`config.mk`:
```
export PLATFORM = sky130hd
export DESIGN_NAME = acc_window_delta
export DESIGN_NICKNAME = d
export VERILOG_FILES = /design/src/rtl/acc_window_delta.sv
export SDC_FILE = /design/constraint.sdc
export NUM_CORES = 1
export LEC_CHECK = 0
export BUFFER_PORTS_ARGS = -buffer_cell sky130_fd_sc_hd__buf_4
export CAP_MARGIN = 0
export CORE_ASPECT_RATIO = 1.5
export CORE_MARGIN = 2
export CORE_UTILIZATION = 30
export DETAILED_ROUTE_END_ITERATION = 10
export GPL_TIMING_DRIVEN = 0
export PLACE_DENSITY = 0.44
export RECOVER_POWER = 25
export SYNTH_ARGS = -nofsm -noshare
export SYNTH_HDL_FRONTEND = slang
export SYNTH_SLANG_ARGS = --single-unit
```
`constraint.sdc`:
```
create_clock -name i_CLK -period 8.5 [get_ports i_CLK]
set_input_delay 0.85 -clock i_CLK [delete_from_list [all_inputs] [get_ports i_CLK]]
set_output_delay 0.85 -clock i_CLK [all_outputs]
set_load 0.005 [all_outputs]
```
`src/rtl/acc_window_delta.sv`:
```
// Per-window accumulator delta: snapshot the total every WINDOW enables and emit the difference from the previous snapshot.
// The result appears 2 cycles after the completing enable; while the 2-entry buffer is full, new results are dropped and o_OVERFLOW latches.
module acc_window_delta #(
  parameter int DATA_WIDTH = 32,
  parameter int WINDOW     = 16
) (
  input  logic                  i_CLK,
  input  logic                  i_RESET,
  input  logic                  i_ENABLE,
  input  logic [DATA_WIDTH-1:0] i_ACC_TOTAL,
  output logic                  o_VALID,
  input  logic                  i_READY,
  output logic [DATA_WIDTH-1:0] o_DELTA,
  output logic                  o_OVERFLOW,
  output logic [1:0]            o_LEVEL
);

  localparam int CNT_WIDTH = $clog2(WINDOW);
  localparam logic [CNT_WIDTH-1:0] CNT_LAST = CNT_WIDTH'(WINDOW - 1);

  if (WINDOW < 2 || WINDOW > 65535) begin : g_bad_window
    $error("acc_window_delta: WINDOW must be in 2..65535");
  end

  typedef enum logic {
    ST_COUNT   = 1'b0,
    ST_CAPTURE = 1'b1
  } state_t;

  state_t                state;
  logic [CNT_WIDTH-1:0]  cnt;
  logic [DATA_WIDTH-1:0] baseline;
  logic [DATA_WIDTH-1:0] delta;
  logic [DATA_WIDTH-1:0] tail;
  logic                  push;
  logic                  pop;

  // i_ACC_TOTAL already includes the completing enable while in CAPTURE.
  assign delta = i_ACC_TOTAL - baseline;
  assign push  = (state == ST_CAPTURE);
  assign pop   = o_VALID & i_READY;

  always_ff @(posedge i_CLK or posedge i_RESET) begin
    if (i_RESET) begin
      cnt      <= '0;
      baseline <= '0;
      state    <= ST_COUNT;
    end else begin
      if (i_ENABLE) begin
        cnt <= (cnt == CNT_LAST) ? '0 : cnt + CNT_WIDTH'(1);
      end
      case (state)
        ST_COUNT: begin
          if (i_ENABLE && (cnt == CNT_LAST)) begin
            state <= ST_CAPTURE;
          end
        end
        ST_CAPTURE: begin
          baseline <= i_ACC_TOTAL;
          state    <= ST_COUNT;
        end
        default: state <= ST_COUNT;
      endcase
    end
  end

  // o_DELTA is the head register and tail is the second slot; all outputs are flops.
  always_ff @(posedge i_CLK or posedge i_RESET) begin
    if (i_RESET) begin
      o_DELTA    <= '0;
      tail       <= '0;
      o_LEVEL    <= 2'd0;
      o_VALID    <= 1'b0;
      o_OVERFLOW <= 1'b0;
    end else begin
      case (o_LEVEL)
        2'd0: begin
          if (push) begin
            o_DELTA <= delta;
            o_LEVEL <= 2'd1;
            o_VALID <= 1'b1;
          end
        end
        2'd1: begin
          if (push && pop) begin
            o_DELTA <= delta;
          end else if (push) begin
            tail    <= delta;
            o_LEVEL <= 2'd2;
          end else if (pop) begin
            o_LEVEL <= 2'd0;
            o_VALID <= 1'b0;
          end
        end
        default: begin
          if (pop) begin
            o_DELTA <= tail;
            if (push) begin
              tail <= delta;
            end else begin
              o_LEVEL <= 2'd1;
            end
          end else if (push) begin
            o_OVERFLOW <= 1'b1;
          end
        end
      endcase
    end
  end

endmodule

```
Word-level counts from Yosys, hierarchy flattened
Cells that the tools add are included.
Word-level totals
  register bits after elaboration: 105
  bits of input ports: 36
  output and inout bits: 36
  logic and storage cells: 59
Operators by class
  muxes and demuxes: 23
  $add $sub $neg: 2
  equality and inequality tests: 9
  reductions and logical operators: 12
  bitwise operators: 5
Operators with widths (number)
  $mux W32: 6
  $pmux W32 S2: 2
  $sub A32 B32 Y32: 1
  $mux W2: 6
  $ne A2 B2 Y1 const B: 5
  $reduce_and A5 Y1: 2
  $reduce_and A3 Y1: 3
  $mux W1: 5
  $add A4 B1 Y4 const B: 1
  $eq A4 B4 Y1 const B: 1
  $mux W4: 1
  $not A1 Y1: 4
  $pmux W1 S2: 2
  $pmux W2 S2: 1
  $reduce_bool A2 Y1: 2
  $ne A3 B1 Y1 const B: 1
  $ne A3 B3 Y1 const B: 1
  $reduce_bool A3 Y1: 1
  $eq A2 B1 Y1 const B: 1
  $logic_and A1 B1 Y1: 2
  $logic_not A2 Y1: 1
  $reduce_or A2 Y1: 1
  $and A1 B1 Y1: 1

Logic depth before layout (Yosys ltp)
  depth after elaboration: 5
  mapped depth: 10
  mapped depth without buffers: 10

Least setup slack after synthesis
Ideal clock, no wire load.
  path kind: input -> register
  start: input i_ACC_TOTAL[12]
  end: register o_DELTA[31]
  cell stages on the path: 8
  data arrival time: 2.770 ns
  setup time: 0.092 ns
  path buffers: 1
  required time: 8.408 ns
  path slack: 5.639 ns
  cells stage by stage: ha_1 -> buf_2 -> nand4_1 -> or4_1 -> o21a_1 -> or3_1 -> and3_4 -> o31ai_2
Between the ends
  cells in the longest elaborated chain, start to end: 3
  elaborated cells on any way between the ends: 4
  classes of those cells: add/sub (1); mux (3)
RTL lines
  start: declaration: line 10  | input logic [DATA_WIDTH-1:0] i_ACC_TOTAL,
  $sub A32 B32 Y32 *: line 39  | assign delta = i_ACC_TOTAL - baseline;
  $mux W32, on equally long branches: line 85, 78
  $pmux W32 S2 *: line 76  | case (o_LEVEL)
  end signal: assignment: line 79  | o_DELTA <= delta;
  end signal: assignment: line 86  | o_DELTA <= delta;
  end signal: assignment: line 97  | o_DELTA <= tail;
  end: declaration: line 13  | output logic [DATA_WIDTH-1:0] o_DELTA,
Mark *: on every way between the ends. The rest lies on a longest branch, timed or not. The select of a mux whose other input is x is not followed.
A chain may end at the register's enable or synchronous reset.

Worst setup path after layout
  start: input i_ACC_TOTAL[11]
  end: register o_DELTA[26]
Same word-level chain as after synthesis.

==> metrics.txt <==
vias in the first global route 5,226; root buf cell clkbuf_16; share of the cycle needed by the critical path after routing 0.363; parity-gate share of the synthesized area counting xor and xnor cells 0.0418; starting density of the core 0.307; maximum clock skew at final layout 0.00914 ns; most common library cell in the layout ignoring fill and taps dfrtp_1; worst-path cell chain buf_4, ha_1, buf_2, a21oi_1, o21a_1, o221ai_1, a311o_1, a21boi_0, xnor2_1, a221o_1; transition time at the pin with the least slew margin 1.90 ns; largest family of logic cells by synthesized area compound AO/OA/AOI/OAI gates; number of vias per cell 4.99; CTS tree yes; Max IR drop VDD 95.7 uV; count of final setup violators 0; achievable frequency 324 MHz; overall overflow remaining after global route 0; number of cell rows 63; post-synth cell types 57; Yosys warning total 0; r2r startpoint baseline[0]$_DFFE_PP0P_; number of antenna violations at the first check in global routing 0; Core ar. 19,800 sq um; syn_nets 747; Total Routing Usage GR 0.166; Async SR Flop Fraction 1.00; total of flip-flops plus latches after synthesis 105; routability-driven placement congestion ratio 0.879; share of the core filled with cells 0.367; clock latency on the worst-skew pair 0.35 ns; overall die height 178 microns; number of routed nets with antenna violations 0; clock sink total 105; Avg Cell Area, Syn 8.96 sq um; crit path from i_ACC_TOTAL[11]; final number of hold-violating endpoints 0; count of routing violations after the opening detailed-route iteration 282; # resized after CTS 0; global-route wire length before repair 27,900 microns; die area 21,400 sq um; capturing element type of the critical path flip-flop; compound-cell area share of the yosys netlist 0.208; status complete, but fails checks; remaining design rule violation count 0; commonest cells after routing, fill and taps aside dfrtp_1, nand2_1, o21ai_0; share of synthesized area spent on multiplexers 0.0447; slowest cell on the critical path a311o_1; Max H-tree Level 3; Die X 120 microns; sum of routed wire length over all layers 17,000 microns; post-layout min period 3.09 ns; Setup TNS 0 ns; top_reg_cell synth dfrtp_1; Hold Buf Count CTS 0; critical path arrival 3.32 ns; critical path launch point type input port; number of enable flip-flop cells after synthesis 0; total count of max-transition violations in the final report 40; average wire length per cell after detail routing 16.6 microns; worst min-delay path startpoint o_OVERFLOW$_DFFE_PP0P_; Crit path required time 8.74 ns; pin count of the biggest net entering global routing 67; class of the tightest hold or removal check reg2reg; total of buffers placed on input and output ports 71; violated checks max-capacitance violations, max-slew violations; count of vias placed by the detailed router 5,117; Pleak 0.00336 uW; number of buffers inserted during clock tree synthesis 9; total power per unit cell area 371 nW/um^2; share of final-layout standard cells stronger than drive strength 1 0.159; post-detail-place hpwl 13,300 microns; RSZ-0062 raised after global routing no; CP max FO 9; Max-cap violations 1; delay of the slowest cell on the worst path 0.47 ns; register area share after synthesis 0.432; count of TritonRoute iterations in the first routing pass 4; net total in the final layout 830; arithmetic-cell share of the synthesized area counting full adders, half adders and majority gates 0.0692; synthesized netlist cell count 678; number of setup buffers added after CTS 0; CTS clk-pin slew, worst paths 0.08 ns; ANT cells 0; summed instance area of the synthesized netlist 6080 sq um; top-level I/O count 72; synth-to-layout area growth 19.6%; buffer depth of the longest clock path 2; worst relative slew slack -0.273; critical path class in2reg; fraction of the mapped netlist area in simple logic gates 0.153
[cells in the mapped netlist, types with 3 or more instances]
cell type / number / share of area
nand4_1: 10 / 0.010
xor2_1: 14 / 0.020
nor3_1: 8 / 0.0066
o21a_1: 8 / 0.0099
inv_1: 47 / 0.029
a21o_1: 6 / 0.0074
nand3_1: 12 / 0.0099
o221ai_1: 3 / 0.0043
nor4_1: 3 / 0.0031
nand2b_1: 8 / 0.0082
clkbuf_1: 28 / 0.017
nand2_1: 98 / 0.061
a221o_1: 8 / 0.013
or4_1: 3 / 0.0037
mux2_2: 17 / 0.032
buf_2: 6 / 0.0049
o2111ai_1: 3 / 0.0043
a21boi_0: 5 / 0.0062
a31o_2: 3 / 0.0043
ha_1: 32 / 0.066
xnor2_1: 15 / 0.022
o21ai_0: 87 / 0.072
o211ai_1: 8 / 0.0099
mux2i_1: 8 / 0.013
nor2_1: 25 / 0.015
dfrtp_1: 105 / 0.43
and3_1: 16 / 0.016
a21oi_1: 54 / 0.044
[layer usage]
metal / routed length (microns) / up-vias / GRT usage
li1: - / 2554 / -
met1: 7360 / 2466 / 0.202
met2: 8800 / 84 / 0.304
met3: 518 / 13 / 0.0205
met4: 331 / 0 / 0.0523
met5: 0 / - / 0
[power by group]
part           internal [uW]  leakage [uW]  total (uW)  switching, uW
Clock                    234      0.000143         437            203
Combinational            587       0.00190        1470            883
Sequential               696       0.00132         792           95.2
[flip-flops by register name, indices dropped and copies added (netlist names)]
name / count
push: 1
o_VALID: 1
tail: 32
baseline: 32
o_DELTA: 32
o_OVERFLOW: 1
cnt: 4
o_LEVEL: 2
[worst paths after layout]
check | endpoint | slack, ns | cells past startpoint
worst max-delay path | o_DELTA[26]$_DFFE_PP0P_ | 5.41 | 10
worst min-delay path | o_OVERFLOW$_DFFE_PP0P_ | 0.47 | 1
worst max register to register | o_DELTA[20]$_DFFE_PP0P_ | 5.67 | 9
worst min register to register | o_OVERFLOW$_DFFE_PP0P_ | 0.47 | 1
max in group asynchronous | baseline[27]$_DFFE_PP0P_ | 6.52 | 3
min in group asynchronous | o_DELTA[8]$_DFFE_PP0P_ | 0.99 | 2
[final cells by class]
type                       instances  area [sq um]
inverter                          47           178
clock buffer                      10           229
timing repair buffer              72           561
buffer                            35           139
sequential                       105          2630
fill                            2087         12500
multi-input combinational        491          3130
clock inverter                     6          76.3
tap                              260           325
[critical path, delay by kind of cell]
family | cells | cell delay, ns
buffers and inverters | 2 | 0.30
xor gates and xnor gates | 1 | 0.16
AOI/OAI and AO/OA | 6 | 1.73
adders and majority gates | 1 | 0.28
[through the flow]
step / instances / instance area (sq um) / hold slack (ns) / setup slack [ns] / power (uW)
floorplan: 678 / 6080 / 0.441 / 4.89 / 1780
global placement: 1009 / 6940 / 0.453 / 3.52 / 2270
detailed placement: 1010 / 6970 / 0.462 / 4.95 / 2290
CTS: 1026 / 7270 / 0.478 / 5.31 / 2740
global route: 1026 / 7270 / 0.488 / 5.14 / 2960
finish: 1026 / 7270 / 0.470 / 5.41 / 2700
[kinds of logic (layout without fill, tap and decap cells)]
logic type / Yosys count / in the layout
AND/OR/NAND/NOR: 198 / 198
XOR/XNOR: 29 / 29
buffers and inverters: 82 / 170
multiplexers: 25 / 25
AO/OA/AOI/OAI: 206 / 206
adder cells (fa/ha/maj): 33 / 33
flip-flops: 105 / 105
Note: power is estimated with default switching activity, not from simulation.
